[src/rtl/primogen_arbiter.sv]
// Round-robin arbiter sharing one primogen prime generator between N_REQ requesters.
// Define PRIMOGEN_ARB_TIMEOUT_EN to abort a stuck generator after TIMEOUT cycles.
module primogen_arbiter #(
  parameter int N_REQ   = 4,
  parameter int WIDTH   = 16,
  parameter int TIMEOUT = 4096
) (
  input  logic             clk,
  input  logic             rst,
  input  logic [N_REQ-1:0] req,
  output logic [N_REQ-1:0] ack,
  output logic [WIDTH-1:0] res,
  output logic             err,
  output logic             busy,
  output logic             gen_go,
  output logic             gen_rst,
  input  logic             gen_ready,
  input  logic             gen_error,
  input  logic [WIDTH-1:0] gen_res
);
  localparam int PW = $clog2(N_REQ);

  typedef enum logic [2:0] {S_IDLE, S_GO, S_DROP, S_WAIT, S_DONE} state_t;

  state_t           state_q, state_d;
  logic [PW-1:0]    ptr_q, ptr_d;
  logic [PW-1:0]    winner_q, winner_d;
  logic [WIDTH-1:0] res_q, res_d;
  logic             err_q, err_d;
  logic [PW-1:0]    pick;
  logic             pick_vld;
  logic [PW:0]      scan;

`ifdef PRIMOGEN_ARB_TIMEOUT_EN
  localparam logic [15:0] TMO_LAST = 16'(TIMEOUT - 1);
  logic [15:0] cnt_q, cnt_d;
  logic        tmo_q, tmo_d;
`endif

  // First requester at or above ptr, wrapping modulo N_REQ.
  always_comb begin
    pick     = '0;
    pick_vld = 1'b0;
    scan     = '0;
    for (int i = 0; i < N_REQ; i++) begin
      scan = {1'b0, ptr_q} + (PW+1)'(i);
      if (scan >= (PW+1)'(N_REQ)) scan = scan - (PW+1)'(N_REQ);
      if (!pick_vld && req[scan[PW-1:0]]) begin
        pick     = scan[PW-1:0];
        pick_vld = 1'b1;
      end
    end
  end

  always_comb begin
    state_d  = state_q;
    ptr_d    = ptr_q;
    winner_d = winner_q;
    res_d    = res_q;
    err_d    = err_q;
`ifdef PRIMOGEN_ARB_TIMEOUT_EN
    cnt_d    = cnt_q;
    tmo_d    = 1'b0;
`endif
    case (state_q)
      S_IDLE: begin
        if (pick_vld) begin
          winner_d = pick;
          state_d  = S_GO;
        end
      end
      S_GO: begin
        state_d = S_DROP;
`ifdef PRIMOGEN_ARB_TIMEOUT_EN
        cnt_d   = '0;
`endif
      end
      S_DROP: begin
        if (!gen_ready) state_d = S_WAIT;
      end
      S_WAIT: begin
        if (gen_ready) begin
          res_d   = gen_res;
          err_d   = gen_error;
          state_d = S_DONE;
        end
      end
      S_DONE: begin
        ptr_d   = (winner_q == PW'(N_REQ - 1)) ? '0 : winner_q + 1'b1;
        state_d = S_IDLE;
      end
      default: state_d = S_IDLE;
    endcase
`ifdef PRIMOGEN_ARB_TIMEOUT_EN
    // A real result arriving on the last cycle wins over the timeout.
    if ((state_q == S_DROP || state_q == S_WAIT) && state_d != S_DONE) begin
      if (cnt_q == TMO_LAST) begin
        state_d = S_DONE;
        res_d   = '0;
        err_d   = 1'b1;
        tmo_d   = 1'b1;
      end else begin
        cnt_d = cnt_q + 16'd1;
      end
    end
`endif
  end

  always_ff @(posedge clk) begin
    if (rst) begin
      state_q  <= S_IDLE;
      ptr_q    <= '0;
      winner_q <= '0;
      res_q    <= '0;
      err_q    <= 1'b0;
`ifdef PRIMOGEN_ARB_TIMEOUT_EN
      cnt_q    <= '0;
      tmo_q    <= 1'b0;
`endif
    end else begin
      state_q  <= state_d;
      ptr_q    <= ptr_d;
      winner_q <= winner_d;
      res_q    <= res_d;
      err_q    <= err_d;
`ifdef PRIMOGEN_ARB_TIMEOUT_EN
      cnt_q    <= cnt_d;
      tmo_q    <= tmo_d;
`endif
    end
  end

  for (genvar gi = 0; gi < N_REQ; gi++) begin : g_ack
    assign ack[gi] = (state_q == S_DONE) && (winner_q == PW'(gi));
  end

  assign res    = res_q;
  assign err    = err_q;
  assign busy   = (state_q != S_IDLE);
  assign gen_go = (state_q == S_GO);

`ifdef PRIMOGEN_ARB_TIMEOUT_EN
  // tmo_q is high during the DONE cycle of an aborted grant, restarting primogen.
  assign gen_rst = rst | tmo_q;
`else
  assign gen_rst = rst;
`endif

endmodule
[config.mk]
export PLATFORM = sky130hd
export DESIGN_NAME = primogen_arbiter
export DESIGN_NICKNAME = d
export VERILOG_FILES = /design/src/rtl/primogen_arbiter.sv
export SDC_FILE = /design/constraint.sdc
export NUM_CORES = 1
export LEC_CHECK = 0
export ABC_AREA = 1
export CORE_AREA = 2 2 60 57
export DETAILED_ROUTE_END_ITERATION = 6
export DIE_AREA = 0 0 62 59
export GPL_TIMING_DRIVEN = 0
export PLACE_DENSITY = 0.78
export SLEW_MARGIN = 10
export SYNTH_ARGS = -nofsm -noshare
export SYNTH_HDL_FRONTEND = slang
export SYNTH_SLANG_ARGS = --single-unit
[constraint.sdc]
create_clock -name clk -period 1.69 [get_ports clk]
set_input_delay 0.338 -clock clk [delete_from_list [all_inputs] [get_ports clk]]
set_output_delay 0.338 -clock clk [all_outputs]
set_load 0.01 [all_outputs]
==> results.yml, run 1 <==
run_status:
  status: "complete, no violations"
power:
  power_mw: 1.21
  max-vdd-ir-drop_mv: 0.564
  leakagePower_nw: 0.772
  power_density_nw_per_um2: 652
run:
  maxCapViolCount: 0
timing:
  skew_ps: 2.26
  hold-worst-slack_ps: 469
  fin_crit_ps: 1680
  finalSetupTns_ps: 0
  worstMarginPinSlew_ps: 464
  worst_slack_ps: 9.37
  final.period_utilization: 0.994
  setup_viol: 0
  clock.fmax_mhz: 595
  hold_viol: 0
  drv_slew: 0
  max_slew_margin: 0.691
  rsz0062_at_grt: "true"
clock_network:
  clock_sinks: 24
  cts_tree: "yes"
  path_clk_slew_ps: 130
  cts_buffer_depth: 2
  cts_buffers: 3
  insertion_delay_ps: 320
  htreeDepth: 1
  cts_root_buffer: "clkbuf_4"
global_route:
  grt_pass1_vias: 1227
  grt.total_usage: 0.191
  overflow: 0
  grt_max_degree: 14
  grt_pass1_wl_um: 5260
  antenna_found_initial: 0
worst_setup_path:
  crit_path_max_incr_delay_ps: 340
  arrival_ps: 1340
  cp-start-kind: "flip-flop"
  cp_top_family: "simple AND/OR/NAND/NOR gates"
  cp.required_ps: 1350
  crit_path_cell_trace: "or2_4 > nor2_2 > inv_1 > clkdlybuf4s15_2"
  r2r_start: "state_q[2]$_SDFFE_PP0P_"
  cp_max_fo: 3
  worstSetupPathType: "reg2out"
  endpoint_kind: "output port"
  crit_slowest_cell: "dfxtp_2"
  path_buf_inv: 2
  cp-startpoint: "state_q[2]$_SDFFE_PP0P_"
synth:
  netlist_area_um2: 1290
  ys_seq_area_frac: 0.374
  netlist_instances: 189
  synth_seq_cells: 24
  synth_top_area_frac: 0.374
  synth.area.top_cells: "dfxtp_1, nand2_1, a21oi_1, nand3_1, inv_1"
  synth_warnings: 0
  ys_types: 26
  yosys.area.top_type: "dfxtp_1"
  synth_nets: 217
  synth_area_per_cell_um2: 6.81
hold_path:
  hold_start: "res[10]$_SDFFE_PP0P_"
  hp-class: "reg2reg"
cells_and_area:
  layout_commonest_cell: "nand2_1"
  drive_above_1_share: 0.174
  final_core_util: 0.625
  fin_cells: 284
  final_cell_mix: "nand2_1, clkdlybuf4s50_1, nand3_1, a21oi_1, dfxtp_1"
  syn_to_final_growth_pct: 44.4
  final_cell_area_um2: 1860
  diodes: 0
  nNetsFinal: 271
drt:
  drc: 0
  firstDrtPassIters: 4
  ant_nets: 0
  wl_um: 3120
  via_count: 1344
  wl_per_cell_um: 11.0
  drt_iter0_drc: 50
  avgViaCountPerCell: 4.73
floorplan:
  die_area_um2: 3660
  initial_core_util: 0.433
  die-height_um: 59
  core_area_um2: 2970
  row_count: 19
  die_width_um: 62
  io_pins: 48
placed_design:
  port_buffers: 47
  place_inst: 278
  dpl_worst_slack_ps: -154
  place_hpwl_um: 2280
  routabilityCongestion: 0.788
  dpl_cell_area_um2: 1810
-- layer usage --
layer | up-vias | wire length, um | track usage
met5 | - | 0 | 0
met4 | 0 | 28 | 0.0365
met3 | 4 | 153 | 0.0677
met2 | 23 | 1530 | 0.302
met1 | 608 | 1400 | 0.250
li1 | 709 | - | -
-- cell families (layout without fill, tap and decap cells) --
| logic type | Yosys count | after routing | share of synthesized area |
|---|---|---|---|
| buffers and inverters | 28 | 81 | 0.0934 |
| AO/OA/AOI/OAI | 27 | 27 | 0.113 |
| adder cells (fa/ha/maj) | 4 | 4 | 0.0389 |
| flip-flops | 24 | 24 | 0.374 |
| AND/OR/NAND/NOR | 106 | 106 | 0.381 |
-- synth_stat cells --
| master | number |
|---|---|
| buf_6 | 1 |
| buf_2 | 3 |
| a31oi_1 | 1 |
| clkbuf_1 | 3 |
| a21oi_1 | 22 |
| inv_1 | 17 |
| or2_2 | 1 |
| and2_1 | 1 |
| ha_1 | 4 |
| buf_4 | 1 |
| nand3_1 | 22 |
| nand3_2 | 2 |
| nor3_1 | 2 |
| nand2_1 | 51 |
| inv_2 | 3 |
| nand2_2 | 8 |
| o21ai_0 | 1 |
| o21ai_2 | 1 |
| o31ai_1 | 1 |
| nand4_1 | 1 |
| dfxtp_1 | 24 |
| nand3b_1 | 1 |
| nor3b_1 | 1 |
| nor2_4 | 2 |
| a211oi_1 | 1 |
| nor2_1 | 14 |
-- area by class of cell --
cell class / instances / area (um^2)
buffer: 8 / 45.0
inverter: 20 / 75.1
timing repair buffer: 49 / 464
sequential: 24 / 485
tap: 42 / 52.6
clock buffer: 4 / 36.3
multi-input combinational: 137 / 698
fill: 282 / 1110
-- sequential cells by signal (all words and copies together), names as in the netlist --
name / cells
ptr_q: 2
winner_q: 2
res: 16
state_q: 3
err: 1
-- power by group --
group | switching [mW] | total, mW | internal (mW)
logic | 0.153 | 0.294 | 0.141
clock network | 0.173 | 0.305 | 0.132
registers | 0.0200 | 0.611 | 0.591
total | 0.346 | 1.21 | 0.864
-- path summary, 6_finish.rpt --
kind                                              to  slack (ps)  cells after the start
worst max-delay path                            busy           9                      4
worst min-delay path            res[10]$_SDFFE_PP0P_         470                      2
worst max register to register   res[7]$_SDFFE_PP0P_         250                      7
worst min register to register  res[10]$_SDFFE_PP0P_         470                      2
-- tightest hold or removal path: stages, from the launching register on --
cell	delay, ps
dfxtp_1	330
nand2_1	60
a21oi_1	50
-- timing repair --
item / CTS / global route
cloned: 0 / 0
hold buffers: 0 / 0
setup buffers: 2 / 0
gates resized for setup: 18 / 9
pin swaps: 1 / 0
setup endpoints to repair: 7 / 6
No activity file was read; power rests on OpenSTA's default activity.
==> run 2, diff against run 1 <==
CORE_AREA = 2 2 64 60   (was 2 2 60 57)
DIE_AREA = 0 0 66 62   (was 0 0 62 59)
PLACE_DENSITY = 0.73   (was 0.78)
clock period = 1.4 ns   (was 1.69 ns; I/O delays follow)
==> results.yml, run 2 (synthesis gave the netlist of run 1 again) <==
run_status:
  status: "finished with violations"
  violations: "setup timing"
clock_network:
  clock_sinks: 24
  cts_buffer_depth: 2
  cts_root_buffer: "clkbuf_8"
  cts-hold-fix-buffers: 0
  insertion_delay_ps: 270
  htreeDepth: 1
  cts_buffers: 3
  cts_tree: "yes"
  path_clk_slew_ps: 80
drt:
  wl_per_cell_um: 11.6
  wl_um: 3430
  firstDrtPassIters: 4
  drc: 0
  ant_nets: 0
  drt_iter0_drc: 44
  avgViaCountPerCell: 4.73
  via_count: 1396
cells_and_area:
  syn_to_final_growth_pct: 62.4
  final_cell_area_um2: 2090
  regArea_um2: 497
  nFillCells: 321
  multi_input_area_um2: 827
  diodes: 0
  drive_above_1_share: 0.341
  nNetsFinal: 278
  largest_reg_flops: 16
  final_cell_mix: "nand2_1, a21oi_1, nand3_1"
  layout_commonest_cell: "nand2_1"
power:
  leakagePower_nw: 0.953
  comb_power_share: 0.271
  max-vdd-ir-drop_mv: 0.519
  p_seq_frac: 0.447
  switchingPower_uw: 475
  power.share.switching: 0.287
  power_density_nw_per_um2: 794
  power_frac_clock: 0.282
  intPower_mw: 1.18
  power_mw: 1.66
floorplan:
  die_area_um2: 4090
  die_width_um: 66
  row_count: 21
  io_pins: 48
  die-height_um: 62
  core_area_um2: 3520
  initial_core_util: 0.365
timing:
  finalSetupTns_ps: -10.9
  hold_viol: 0
  final.period_utilization: 1.01
  drv_slew: 0
  fin_crit_ps: 1410
  clock.fmax_mhz: 709
  setup_viol: 1
  rsz0062_at_grt: "true"
  worstMarginPinSlew_ps: 463
  max_slew_margin: 0.692
  worst_slack_ps: -10.9
  skew_ps: 4.66
worst_setup_path:
  cp.required_ps: 1120
  cp-startpoint: "state_q[0]$_SDFFE_PP0P_"
  cp-start-kind: "flip-flop"
  endpoint_kind: "output port"
  r2r_start: "ptr_q[0]$_SDFFE_PP0P_"
  cp_max_fo: 3
  arrival_ps: 1130
  worstSetupPathType: "reg2out"
global_route:
  overflow: 0
  grt_pass1_vias: 1088
  grt_max_degree: 14
  antenna_found_initial: 0
  grt_pass1_wl_um: 4800
  grt.total_usage: 0.149
run:
  maxCapViolCount: 0
placed_design:
  port_buffers: 47
  dpl_cell_area_um2: 1810
  dpl_worst_slack_ps: -353
  place_hpwl_um: 2280
  routabilityCongestion: 0.778
hold_path:
  hold_start: "res[6]$_SDFFE_PP0P_"
  hp-class: "reg2reg"
run 2: cell count changes in the layout (fill, tap and decap cells not counted), moves of 4 or more:
cell	delta
clkbuf_2	-4
inv_1	-6
buf_4	+6
nand2_4	+7
buf_2	+4
nand2_2	+10
nand2_1	-17
dlygate4sd2_1	+16
clkdlybuf4s50_1	-20
run 2: timing repair:
item	CTS	global route
resized for setup	60	52
setup endpoints to repair	35	16
pin swaps	5	19
cloned	0	1
buffers inserted	5	3
run 2: worst paths after layout:
path | end | slack [ps] | cells past startpoint
max | busy | -10 | 4
min | res[6]$_SDFFE_PP0P_ | 460 | 2
max reg2reg | winner_q[1]$_SDFFE_PP0P_ | 20 | 11
min reg2reg | res[6]$_SDFFE_PP0P_ | 460 | 2
run 2: worst max-delay path, cell delays in order (launching register included):
cell and delay (ps):
dfxtp_2 340, or2_4 260, nor2_4 100, inv_2 50, buf_6 110
run 2: power by group through the flow:
stage	Combinational, mW	Clock [mW]	Sequential [mW]
after detailed placement	0.344	0	0.746
after CTS	0.372	0.479	0.738
final	0.450	0.467	0.740
after global routing	0.500	0.499	0.745
after floorplan	0.191	0	0.747
after global placement	0.342	0	0.745
run 2: layout make-up:
cell class,count,share of cell area
multi-input cells,137,0.396
well taps,46,0.0276
inverters,20,0.0395
flip-flops and latches,24,0.238
repair buffers,56,0.246
clock buffers,4,0.0264
plain buffers,8,0.0264
run 2: metrics by stage:
step,instances,hold WS (ps),util
finish,295,461,0.593
global route,295,486,0.593
CTS,291,463,0.536
global placement,282,449,0.515
floorplan,189,444,-
detailed placement,282,453,0.515
run 2: layer usage:
layer	vias up	part of all wire	GRT usage
met5	-	0	0
met4	0	0	0.0175
met3	0	0.030	0.0270
met2	20	0.50	0.242
met1	648	0.47	0.214
li1	728	-	-
==> run 3, diff against run 2 <==
CORE_AREA = 4 4 66 62   (was 2 2 64 60)
DIE_AREA = 0 0 70 66   (was 0 0 66 62)
SLEW_MARGIN = not set   (was 10)
==> results.yml, run 3 (synthesis gave the netlist of run 1 again) <==
global_route:
  grt_pass1_vias: 1289
  grt.total_usage: 0.151
  grt_max_degree: 14
  grt_pass1_wl_um: 5710
  antenna_found_initial: 0
  overflow: 0
run_status:
  status: "finished with violations"
  violations: "setup timing"
cells_and_area:
  syn_to_final_growth_pct: 70.0
  largest_reg_flops: 16
  nNetsFinal: 287
  diodes: 0
  final_cell_mix: "nand2_1, clkdlybuf4s50_1, a21oi_1"
  drive_above_1_share: 0.357
  layout_commonest_cell: "nand2_1"
  final_core_util: 0.652
placed_design:
  place_hpwl_um: 2390
  port_buffers: 47
  routabilityCongestion: 0.807
worst_setup_path:
  r2r_setup_slack_ps: 40
  r2r_start: "ptr_q[1]$_SDFFE_PP0P_"
  cp_max_fo: 5
  arrival_ps: 1190
  r2r_cells: 11
  endpoint_kind: "output port"
  r2r_end: "winner_q[1]$_SDFFE_PP0P_"
  crit_slowest_cell: "dfxtp_2"
  cp.required_ps: 1120
  crit_path_max_incr_delay_ps: 340
  crit_path_cell_trace: "buf_6 > nor3_4 > inv_2 > nor2_1 > buf_2"
  worstSetupPathType: "reg2out"
  cp-start-kind: "flip-flop"
drt:
  wl_um: 3850
  ant_nets: 0
  drc: 0
  drt_iter0_drc: 90
  firstDrtPassIters: 4
  wl_per_cell_um: 12.7
  via_count: 1453
  avgViaCountPerCell: 4.81
power:
  leakagePower_nw: 1.02
  max-vdd-ir-drop_mv: 0.653
  power.share.switching: 0.285
  power_frac_clock: 0.273
  switchingPower_uw: 478
  comb_power_share: 0.288
  p_seq_frac: 0.439
  power_density_nw_per_um2: 768
  intPower_mw: 1.20
timing:
  rsz0062_at_grt: "true"
  setup_viol: 6
  final.period_utilization: 1.05
  finalSetupTns_ps: -276
  clock.fmax_mhz: 678
  drv_slew: 0
  max_slew_margin: 0.688
  worst_slack_ps: -74.4
  skew_ps: 3.83
  worstMarginPinSlew_ps: 468
  fin_crit_ps: 1470
  hold_viol: 0
hold_path:
  hold_start: "res[8]$_SDFFE_PP0P_"
  hp-class: "reg2reg"
  hold_depth: 2
  min_to: "res[8]$_SDFFE_PP0P_"
clock_network:
  clock_sinks: 24
  cts_buffer_depth: 2
  htreeDepth: 1
  cts_tree: "yes"
  cts_root_buffer: "clkbuf_8"
  cts_buffers: 3
  path_clk_slew_ps: 80
  insertion_delay_ps: 260
floorplan:
  die_area_um2: 4620
  row_count: 20
  initial_core_util: 0.384
  die_width_um: 70
  die-height_um: 66
  core_area_um2: 3350
  io_pins: 48
run:
  maxCapViolCount: 0
==> run 3: cell types whose count changed in the layout (fill, tap and decap cells not counted), moves of 2 or more <==
cell,before,now
inv_1,9,11
buf_6,1,4
a21oi_1,22,20
buf_4,9,16
a21oi_2,0,2
nand3_1,21,19
ha_1,2,4
nor3_2,2,0
nand3_4,0,3
==> run 3: what timing repair did <==
action	in CTS	in global routing
gates resized for setup	63	52
buffers inserted	12	9
hold buffers	0	0
cloned	0	1
setup endpoints to repair	34	20
pin swaps	10	20
==> run 3: power by group through the flow <==
stage	Clock [mW]	Combinational (mW)	Sequential, mW
CTS	0.474	0.431	0.737
detailed placement	0	0.348	0.746
global route	0.510	0.526	0.741
finish	0.459	0.483	0.738
global placement	0	0.343	0.745
floorplan	0	0.191	0.747
==> run 3: final cells by class <==
class	instances	area, um^2
Sequential cell	24	493
Timing Repair Buffer	65	601
Multi-Input combinational cell	137	842
Inverter	20	80.1
Clock buffer	4	55.1
Tap cell	44	55.1
Buffer	8	61.3
Fill cell	301	1170
==> run 3: metrics by stage <==
stage / instance area [um^2] / hold WS [ps] / instances / power [mW] / setup slack [ps]
finish: 2190 / 458 / 302 / 1.68 / -74.4
global route: 2190 / 484 / 302 / 1.78 / -156
CTS: 1950 / 462 / 295 / 1.64 / -66.0
detailed placement: 1810 / 454 / 280 / 1.09 / -370
global placement: 1810 / 448 / 280 / 1.09 / -372
floorplan: 1290 / 444 / 189 / 0.939 / 169
==> run 3: layer usage <==
layer  track usage  wire [um]  vias up
met3        0.0456        198        4
met1         0.197       1770      670
met4        0.0359         38        0
met5             0          0        -
met2         0.245       1840       32
li1              -          -      747
==> run 3: critical path: cells and delay by family (launching register included) <==
kind / cells / cell delay (ps)
flops: 1 / 340
buf+inv: 3 / 320
simple gates: 2 / 260
==> run 3: worst max-delay path by stage <==
stage / endpoint / from / depth (start not counted)
detailed placement: gen_rst / rst / 3
finish: ack[3] / state_q[0]$_SDFFE_PP0P_ / 5
global placement: gen_rst / rst / 3
CTS: ack[3] / state_q[0]$_SDFFE_PP0P_ / 5
floorplan: winner_q[0]$_SDFFE_PP0P_ / ptr_q[0]$_SDFFE_PP0P_ / 10
global route: ack[3] / state_q[0]$_SDFFE_PP0P_ / 5
